$ cat src/rtl/ysyx_040750_mem_arbiter.sv
// rtl/ysyx_040750_mem_arbiter.sv - shares the data-memory bus between the IF fetch and MEM load/store requesters
// MEM has priority; a saturating starvation counter forces an IF grant once IF has waited STARVE_MAX grants.
module ysyx_040750_mem_arbiter #(
  parameter int          ADDR_W     = 32,
  parameter int          DATA_W     = 64,
  parameter int          STARVE_MAX = 4,
  parameter logic [8:0]  IF_RSTRB   = 9'h00F
) (
  input  logic              I_sys_clk,
  input  logic              I_rst,
  input  logic              I_if_rd_en,
  input  logic [ADDR_W-1:0] I_if_addr,
  output logic              O_if_ready,
  output logic              O_if_rvalid,
  output logic [DATA_W-1:0] O_if_rdata,
  input  logic              I_mem_rd_en,
  input  logic              I_mem_wr_en,
  input  logic [ADDR_W-1:0] I_mem_addr,
  input  logic [DATA_W-1:0] I_mem_wdata,
  input  logic [7:0]        I_mem_wstrb,
  input  logic [8:0]        I_mem_rstrb,
  output logic              O_mem_ready,
  output logic              O_mem_rvalid,
  output logic              O_mem_bvalid,
  output logic [DATA_W-1:0] O_mem_rdata,
  output logic              O_bus_rd_en,
  output logic              O_bus_wr_en,
  output logic [ADDR_W-1:0] O_bus_addr,
  output logic [DATA_W-1:0] O_bus_wdata,
  output logic [7:0]        O_bus_wstrb,
  output logic [8:0]        O_bus_rstrb,
  input  logic              I_bus_ready,
  input  logic              I_bus_rvalid,
  input  logic [DATA_W-1:0] I_bus_rdata,
  input  logic              I_bus_bvalid
);

  localparam int CNT_W = $clog2(STARVE_MAX + 1);

  typedef enum logic [1:0] {S_IDLE, S_ADDR, S_RESP} state_t;

  state_t            state, state_nxt;
  logic              own_if;
  logic              op_wr;
  logic [ADDR_W-1:0] lat_addr;
  logic [DATA_W-1:0] lat_wdata;
  logic [7:0]        lat_wstrb;
  logic [8:0]        lat_rstrb;
  logic [CNT_W-1:0]  starve_cnt;

  logic mem_req, any_req, grant_if, resp_done;

  assign mem_req   = I_mem_rd_en | I_mem_wr_en;
  assign any_req   = mem_req | I_if_rd_en;
  assign grant_if  = I_if_rd_en & (~mem_req | (starve_cnt == CNT_W'(STARVE_MAX)));
  // Only the response type matching the latched op completes the transaction.
  assign resp_done = op_wr ? I_bus_bvalid : I_bus_rvalid;

  always_ff @(posedge I_sys_clk) begin
    if (I_rst) begin
      state      <= S_IDLE;
      own_if     <= 1'b0;
      op_wr      <= 1'b0;
      lat_addr   <= '0;
      lat_wdata  <= '0;
      lat_wstrb  <= '0;
      lat_rstrb  <= '0;
      starve_cnt <= '0;
    end else begin
      state <= state_nxt;
      if (state == S_IDLE && any_req) begin
        own_if    <= grant_if;
        op_wr     <= ~grant_if & I_mem_wr_en;
        lat_addr  <= grant_if ? I_if_addr : I_mem_addr;
        lat_wdata <= grant_if ? '0 : I_mem_wdata;
        lat_wstrb <= grant_if ? '0 : I_mem_wstrb;
        lat_rstrb <= grant_if ? IF_RSTRB : I_mem_rstrb;
        if (grant_if)
          starve_cnt <= '0;
        else if (I_if_rd_en && starve_cnt != CNT_W'(STARVE_MAX))
          starve_cnt <= starve_cnt + 1'b1;
      end
    end
  end

  always_comb begin
    state_nxt = state;
    case (state)
      S_IDLE:  if (any_req)     state_nxt = S_ADDR;
      S_ADDR:  if (I_bus_ready) state_nxt = S_RESP;
      S_RESP:  if (resp_done)   state_nxt = S_IDLE;
      default: state_nxt = S_IDLE;
    endcase
  end

  always_comb begin
    O_if_ready   = 1'b0;
    O_if_rvalid  = 1'b0;
    O_if_rdata   = '0;
    O_mem_ready  = 1'b0;
    O_mem_rvalid = 1'b0;
    O_mem_bvalid = 1'b0;
    O_mem_rdata  = '0;
    O_bus_rd_en  = 1'b0;
    O_bus_wr_en  = 1'b0;
    O_bus_addr   = '0;
    O_bus_wdata  = '0;
    O_bus_wstrb  = '0;
    O_bus_rstrb  = '0;
    case (state)
      S_ADDR: begin
        O_bus_rd_en = ~op_wr;
        O_bus_wr_en = op_wr;
        O_bus_addr  = lat_addr;
        O_bus_wdata = lat_wdata;
        O_bus_wstrb = lat_wstrb;
        O_bus_rstrb = lat_rstrb;
        O_if_ready  = I_bus_ready & own_if;
        O_mem_ready = I_bus_ready & ~own_if;
      end
      S_RESP: begin
        if (!op_wr && I_bus_rvalid) begin
          if (own_if) begin
            O_if_rvalid = 1'b1;
            O_if_rdata  = I_bus_rdata;
          end else begin
            O_mem_rvalid = 1'b1;
            O_mem_rdata  = I_bus_rdata;
          end
        end
        O_mem_bvalid = op_wr & I_bus_bvalid;
      end
      default: ;
    endcase
  end

endmodule

$ cat config.mk
export PLATFORM = sky130hd
export DESIGN_NAME = ysyx_040750_mem_arbiter
export DESIGN_NICKNAME = d
export VERILOG_FILES = /design/src/rtl/ysyx_040750_mem_arbiter.sv
export SDC_FILE = /design/constraint.sdc
export NUM_CORES = 1
export LEC_CHECK = 0
export BUFFER_PORTS_ARGS = -buffer_cell sky130_fd_sc_hd__buf_2
export CORE_AREA = 2 2 183 185
export CTS_CLUSTER_SIZE = 10
export DETAILED_ROUTE_END_ITERATION = 8
export DIE_AREA = 0 0 185 187
export SLEW_MARGIN = 20
export SYNTH_ARGS = -nofsm -noshare
export SYNTH_HDL_FRONTEND = slang
export SYNTH_SLANG_ARGS = --single-unit
$ cat constraint.sdc
create_clock -name I_sys_clk -period 1.6 [get_ports I_sys_clk]
set_input_delay 0.32 -clock I_sys_clk [delete_from_list [all_inputs] [get_ports I_sys_clk]]
set_output_delay 0.32 -clock I_sys_clk [all_outputs]
set_load 0.05 [all_outputs]
==> impl_metrics.json, run 1 <==
{
  "cts_hold_repair.buffers": 0,
  "holdCritPathClass": "in -> reg",
  "grt_overflow": 0,
  "ys_ff_latch": 120,
  "fin_cells": 1806,
  "first_global_vias": 7360,
  "seqCellArea_um2": 2409,
  "max_slew_margin_pct": 74.53,
  "die-area_um2": 34600,
  "fmax_ghz": 0.4500,
  "areaGrowthSynthToFinish_pct": 107.4,
  "syn_nets": 1076,
  "cts.clk_slew.worst_paths_ps": 60,
  "critical_path.endpoint": "O_mem_rdata[46]",
  "dp.cells": 1749,
  "crit_start": "state[0]",
  "grt_pass1_wl_um": 40000,
  "grt_usage_pct": 14.73,
  "ir_drop_v": 0.0007738,
  "arrival_ps": 1900,
  "start_util_pct": 19.34,
  "routed_via_density": 4.436,
  "path_max_fanout": 8,
  "die_x_um": 185,
  "nNetsFinal": 1564,
  "rr_worst_depth": 7,
  "worstPathRequired_ps": 1280,
  "die_h_um": 187,
  "synth_top_cells_by_count": "and2_1, dfxtp_1, a21oi_1, nand2_1, nand3_1",
  "drt_iter0_drc": 365,
  "clk_path_buf_depth": 2,
  "grt_max_degree": 66,
  "r2r_end": "lat_addr[7]",
  "routedWlPerCell_um": 17.20,
  "syn-mean-instance-area_um2": 7.417,
  "fillers": 3182,
  "hold_viol": 0,
  "post-route-period-util_pct": 138.9,
  "portBuffers": 464,
  "core_um2": 32860,
  "place.gp.congestion": 0.8223,
  "synth_cells": 857,
  "post-dp-hpwl_um": 19140,
  "clock_skew_ps": 8.241,
  "clockRootBuffer": "clkbuf_16",
  "worstMarginPinSlew_ps": 382.1,
  "p_leak_nw": 6.135,
  "r2r-start": "starve_cnt[0]",
  "ys.flop_type": "dfxtp_1",
  "drtAntennaViolNets": 0,
  "drc": 0,
  "clock_latency_ps": 420,
  "rsz0062_at_grt": "yes",
  "final_layout_size_suffix_gt1_share_pct": 59.79,
  "wirelength_um": 31060,
  "ys_seq_area_share_pct": 37.80,
  "post-synth-top-count-cell": "and2_1",
  "cts_tree": "built",
  "netlist_area_um2": 6356,
  "synthTopCellsByArea": "dfxtp_1, and2_1, a21oi_1",
  "synth_cell_types": 26,
  "antenna_found_initial": 2,
  "synth_top_area_share_pct": 37.80,
  "min_period_ps": 2222,
  "status": "finished, violations left",
  "slew_violations": 0,
  "first_pass_iters": 4,
  "maxCapViolCount": 0,
  "fin_ws_ps": -622.2,
  "yosysTopAreaCell": "dfxtp_1",
  "fin_setup_tns_ps": -124220,
  "yosysWarnings": 0,
  "multi_input_area_um2": 4054,
  "end_kind": "primary output",
  "cts_buffers": 17,
  "worstSetupPathType": "reg -> out",
  "violations": "negative setup slack",
  "antenna_cells": 0,
  "r2r_setup_slack_ps": -110,
  "synthArstFlopShare_pct": 0,
  "row_count": 67,
  "setup-violations-final": 288,
  "synth-edff-count": 0,
  "htreeDepth": 4,
  "worstSetupStartpointType": "flip-flop",
  "num_vias": 8012,
  "num_io_pins": 465,
  "cts.sinks": 120,
  "power_density_nw_per_um2": 814.0
}
-- metal layers --
layer  routed length [um]  vias to the layer above  global-route usage, %
met3                 2470                       59                  4.692
met4                  666                        4                  4.365
met5                   27                        -                      0
met1                12620                     3800                  17.73
li1                     -                     3787                      -
met2                15280                      362                  24.92
-- timing repair --
action                                  CTS  global route
pin swaps                                 0           108
cloned                                    1            16
resized for setup                       200           626
endpoints found under the setup margin  288           358
buffers inserted                          1             7
-- cell type report --
class                   instances  share of cell area (%)
clock inverters                11                   1.111
multi-input cells             653                   30.76
well taps                     448                   4.253
flip-flops and latches        120                   18.27
inverters                       3                 0.08544
repair buffers                550                   42.03
clock buffers                  21                   3.493
-- state kept, by name (all words and copies together) (netlist names) --
name and cells:
state 2, starve_cnt 3, lat_wstrb 8, own_if 1, lat_addr 32, lat_wdata 64, op_wr 1, lat_rstrb 9
-- power by group --
part	internal (mW)	total, mW	leakage (nW)	switching, mW
combinational	1.46	3.28	4.85	1.82
clock	2.53	4.01	0.293	1.47
sequential	3.29	3.44	0.993	0.149
-- through the flow --
stage	instance area (um^2)	utilization, %	total power [mW]	setup WS, ps	hold WS, ps
after detailed placement	9847	29.97	6.141	-179.8	441.8
after floorplan	6618	-	5.142	-124.8	431.7
after global routing	13180	40.11	11.24	-677.5	122.4
final	13180	40.11	10.73	-622.2	139.7
after CTS	11090	33.75	10.24	-620.8	110.9
after global placement	9847	29.97	6.109	-161.2	437.2
-- layout by cell type, fill, tap and decap left out, types with 2 or more instances in the layout --
cell	synthesis	layout
buf_2	9	235
buf_8	0	150
and2_4	0	148
dfxtp_1	120	117
a21oi_1	113	113
nand2_1	113	110
nand3_1	77	77
and2_2	0	69
buf_6	13	67
buf_4	5	53
nor2_1	50	48
a211oi_1	36	36
clkbuf_16	0	29
buf_12	0	28
and2_1	244	27
inv_1	3	3
clkinv_2	0	3
bufinv_16	0	3
buf_16	0	3
nand2b_4	0	2
nor3_4	0	2
nand2_4	0	2
a22oi_1	2	2
nor3_1	4	2
ha_1	2	2
clkbuf_1	42	2
clkinv_4	0	2
clkbuf_8	0	2
clkinvlp_4	0	2
clkbuf_4	0	2
dfxtp_2	0	2
-- worst min path at each step --
stage                   start             to  slack [ps]  depth (start not counted)
4_1_cts        I_mem_addr[27]   lat_addr[27]         110                          3
3_3_place_gp    lat_wdata[30]  lat_wdata[30]         440                          2
6_report       I_mem_addr[31]   lat_addr[31]         140                          3
3_5_place_dp     lat_wstrb[1]   lat_wstrb[1]         440                          2
5_1_grt         I_mem_addr[2]    lat_addr[2]         120                          3
2_1_floorplan   lat_wdata[55]  lat_wdata[55]         430                          2
-- cell families after synthesis --
logic type / share of synthesized area (%)
AO/OA/AOI/OAI: 13.74
adder cells (fa/ha/maj): 0.3936
buffers and inverters: 7.008
flip-flops: 37.80
AND/OR/NAND/NOR: 41.06
-- critical path, cell delays in order, from the launching register on --
cell and delay (ps):
dfxtp_2 340, nand2b_4 180, nor3_4 280, buf_12 190, buf_6 160, and2_2 170
buf_6 150
Power figures use the tool's default switching activity.
==> inputs of run 2 (changes only) <==
- SETUP_SLACK_MARGIN: not set -> 0.3
==> impl_metrics.json, run 2 (synthesis gave the netlist of run 1 again) <==
{
  "status": "finished, violations left",
  "violations": "negative setup slack",
  "grt_max_degree": 47,
  "final_common_cell": "and2_4",
  "fin_setup_tns_ps": -107470,
  "start_util_pct": 19.34,
  "final_cell_mix": "and2_4, buf_8, buf_2",
  "arrival_ps": 1810,
  "first_pass_iters": 5,
  "holdCritPathClass": "in -> reg",
  "place.gp.congestion": 0.8186,
  "post-dp-hpwl_um": 21620,
  "cts.sinks": 120,
  "fmax_ghz": 0.4684,
  "final_util_pct": 45.80,
  "worstMarginPinSlew_ps": 389.5,
  "wirelength_um": 37460,
  "final_layout_size_suffix_gt1_share_pct": 66.59,
  "rsz0062_at_grt": "yes",
  "use_met2_pct": 32.14,
  "use_met3_pct": 6.951,
  "max_slew_margin_pct": 74.03,
  "worstSetupPathType": "reg -> out",
  "areaGrowthSynthToFinish_pct": 136.8,
  "num_io_pins": 465,
  "ir_drop_v": 0.0006915,
  "post-route-period-util_pct": 133.4,
  "power_density_nw_per_um2": 788.2,
  "die_h_um": 187,
  "worstPathRequired_ps": 1280,
  "biggestRegsByFlops": "lat_wdata (64), lat_addr (32), lat_rstrb (9)",
  "first_global_vias": 7882,
  "nNetsFinal": 1595,
  "drtAntennaViolNets": 0,
  "crit_top_cell": "buf_6",
  "setup-violations-final": 249,
  "clock_skew_ps": 6.315,
  "core_um2": 32860,
  "num_vias": 8343,
  "fin_ws_ps": -534.7,
  "clockRootBuffer": "clkbuf_16",
  "p_total_mw": 11.86,
  "p_leak_nw": 6.771,
  "grt_overflow": 0,
  "multi_input_area_um2": 4457,
  "max_stage_delay_ps": 330,
  "crit_path_cell_trace": "nand2b_4 > nor3_4 > buf_6 > buf_16 > and2_2 > buf_6",
  "path_max_fanout": 16,
  "clk_path_buf_depth": 2,
  "seqCellArea_um2": 2412,
  "cts_buffers": 17,
  "drc": 0,
  "worstSetupStartpointType": "flip-flop",
  "htreeDepth": 4,
  "cts_tree": "built",
  "grt_usage_pct": 18.42,
  "routedWlPerCell_um": 20.31,
  "min_period_ps": 2135,
  "use_met1_pct": 18.98,
  "row_count": 67,
  "clock_latency_ps": 430,
  "gr-max-usage-layer": "met2",
  "grt_pass1_wl_um": 47440,
  "fillers": 3007,
  "routed_via_density": 4.524,
  "top_register": "lat_wdata",
  "die-area_um2": 34600,
  "portBuffers": 464,
  "drt_iter0_drc": 439,
  "die_x_um": 185,
  "maxCapViolCount": 0,
  "largest_reg_flops": 64,
  "hold_viol": 0,
  "slew_violations": 0,
  "antenna_found_initial": 15,
  "cts.clk_slew.worst_paths_ps": 70,
  "crit_slowest_cell": "dfxtp_2",
  "end_kind": "primary output"
}
run 2: path summary, 6_finish.rpt:
kind,from,endpoint,slack (ps),depth (start not counted)
worst max register to register,starve_cnt[0],lat_addr[4],-30,7
worst min register to register,lat_rstrb[4],lat_rstrb[4],450,2
worst max-delay path,state[0],O_if_rdata[41],-530,6
worst min-delay path,I_mem_wstrb[6],lat_wstrb[6],130,3
run 2: metal layers:
metal  wire length, um  up-vias
met4              1317       14
met3              2857       84
met5                93        -
met1             13270     4002
li1                  -     3865
met2             19920      378
run 2: area by class of cell:
cell class,instances,area share [%]
diodes,7,0.1164
clock buffers,17,2.827
clock inverters,15,1.272
inverters,3,0.07483
multi-input cells,653,29.61
flip-flops and latches,120,16.03
well taps,448,3.725
repair buffers,581,46.34
run 2: timing repair:
action / CTS / global route
setup endpoints to repair: 367 / 368
hold buffers: 0 / 0
cloned: 12 / 26
pin swaps: 16 / 76
buffers inserted: 13 / 18
resized for setup: 410 / 482
hold endpoints to repair: 0 / 0
run 2: critical path, delay by kind of cell (launching register included):
kind | cells | cell delay (ps)
buf+inv | 3 | 480
simple gates | 3 | 560
flops | 1 | 330
run 2: through the flow:
stage	setup slack (ps)	instance area, um^2	cells	hold slack, ps
5_1_grt	-612.5	15040	1841	116.7
3_5_place_dp	-170.5	10350	1736	442.0
2_1_floorplan	-67.04	7204	857	431.7
4_1_cts	-539.2	12780	1793	102.4
6_report	-534.7	15050	1844	135.0
3_3_place_gp	-107.1	10350	1736	437.7
run 2: power by group:
part	switching, mW	internal [mW]
registers	0.162	3.29
logic	2.18	2.13
clock network	1.62	2.49
==> inputs of run 3 (changes only) <==
- PLACE_DENSITY_LB_ADDON: not set -> 0.12
==> impl_metrics.json, run 3 (synthesis gave the netlist of run 1 again) <==
{
  "status": "finished, violations left",
  "violations": "negative setup slack",
  "p_total_mw": 11.12,
  "post-dp-hpwl_um": 23810,
  "wirelength_um": 36470,
  "die_h_um": 187,
  "arrival_ps": 1860,
  "worst_hold_slack_ps": 132.7,
  "clock_latency_ps": 430,
  "max_stage_delay_ps": 340,
  "power_density_nw_per_um2": 773.9,
  "postPlaceCellArea_um2": 10550,
  "cts.sinks": 120,
  "p_leak_nw": 6.478,
  "first_global_vias": 7623,
  "maxCapViolCount": 0,
  "worstSetupPathType": "reg -> out",
  "num_vias": 7896,
  "post-route-period-util_pct": 136.0,
  "rsz0062_at_grt": "yes",
  "multi_input_area_um2": 4305,
  "final_cell_mix": "and2_4, buf_2, buf_8",
  "die-area_um2": 34600,
  "max_slew_margin_pct": 69.83,
  "final_common_cell": "and2_4",
  "clockRootBuffer": "clkbuf_16",
  "clk_path_buf_depth": 2,
  "slew_violations": 0,
  "drt_iter0_drc": 255,
  "portBuffers": 464,
  "drtAntennaViolNets": 0,
  "routed_via_density": 4.338,
  "die_x_um": 185,
  "start_util_pct": 19.34,
  "end_kind": "primary output",
  "place.gp.congestion": 0.7862,
  "grt_max_degree": 74,
  "largest_reg_flops": 64,
  "num_io_pins": 465,
  "cts.clk_slew.worst_paths_ps": 60,
  "clock_skew_ps": 6.764,
  "htreeDepth": 4,
  "core_um2": 32860,
  "fillers": 3211,
  "cts_buffers": 17,
  "biggestRegsByFlops": "lat_wdata (64), lat_addr (32), lat_rstrb (9)",
  "final_layout_size_suffix_gt1_share_pct": 64.25,
  "holdCritPathClass": "in -> reg",
  "min_period_ps": 2177,
  "worstSetupStartpointType": "flip-flop",
  "grt_pass1_wl_um": 48510,
  "design_area_um2": 14370,
  "top_register": "lat_wdata",
  "row_count": 67,
  "worstPathRequired_ps": 1280,
  "routedWlPerCell_um": 20.04,
  "seqCellArea_um2": 2410,
  "fin_setup_tns_ps": -125900,
  "cts_tree": "built",
  "grt_overflow": 0,
  "first_pass_iters": 4,
  "path_max_fanout": 7,
  "antenna_found_initial": 7,
  "grt_usage_pct": 18.77,
  "crit_slowest_cell": "dfxtp_2",
  "final_util_pct": 43.71,
  "fin_ws_ps": -576.5,
  "nNetsFinal": 1574,
  "crit_path_cell_trace": "buf_12 > nor2b_4 > buf_4 > buf_6 > buf_12 > and2_1 > buf_6",
  "ir_drop_v": 0.0005301,
  "worstMarginPinSlew_ps": 452.6,
  "fmax_ghz": 0.4594,
  "drc": 0,
  "hold_viol": 0,
  "setup-violations-final": 253,
  "areaGrowthSynthToFinish_pct": 126.0
}
[run 3: repair_timing]
action,CTS,global route
cloned,9,16
resized for setup,312,542
pin swaps,15,38
buffers inserted,9,10
endpoints found under the hold margin,0,0
hold buffers,0,0
setup endpoints to repair,368,368
[run 3: power breakdown]
part / total, mW / internal, mW / switching, mW
Combinational: 3.74 / 1.74 / 2.00
Sequential: 3.44 / 3.29 / 0.147
Clock: 3.94 / 2.34 / 1.60
[run 3: final timing paths]
path / from / end / slack (ps) / cells past startpoint
worst min register to register: lat_wdata[50] / lat_wdata[50] / 450 / 2
worst min-delay path: I_mem_addr[30] / lat_addr[30] / 130 / 3
worst max-delay path: state[1] / O_bus_wdata[42] / -580 / 7
worst max register to register: state[1] / lat_addr[26] / -20 / 6
[run 3: per-layer routing]
layer  up-vias  track usage, %  wire, um
met2       316           32.67     18330
met1      3737           21.34     14310
met3        38           5.763      2785
met4         4           7.173      1014
met5         -               0        31
li1       3801               -         -
[run 3: worst max-delay path: cells and delay by family, from the launching register on]
family | cells | cell delay (ps)
buffers and inverters | 5 | 690
flip-flops | 1 | 340
AND/OR/NAND/NOR | 2 | 380
[run 3: metrics by stage]
step	worst slack, ps	cells
floorplan	-67.04	857
global placement	-203.9	1740
detailed placement	-225.4	1740
CTS	-599.1	1790
global route	-647.9	1819
finish	-576.5	1820
[run 3: layout make-up]
class	instances	share of cell area [%]
clock buffers	18	3.057
flip-flops and latches	120	16.78
repair buffers	560	45.11
well taps	448	3.902
clock inverters	14	1.036
multi-input cells	653	29.97
inverters	3	0.07839
diodes	4	0.06968
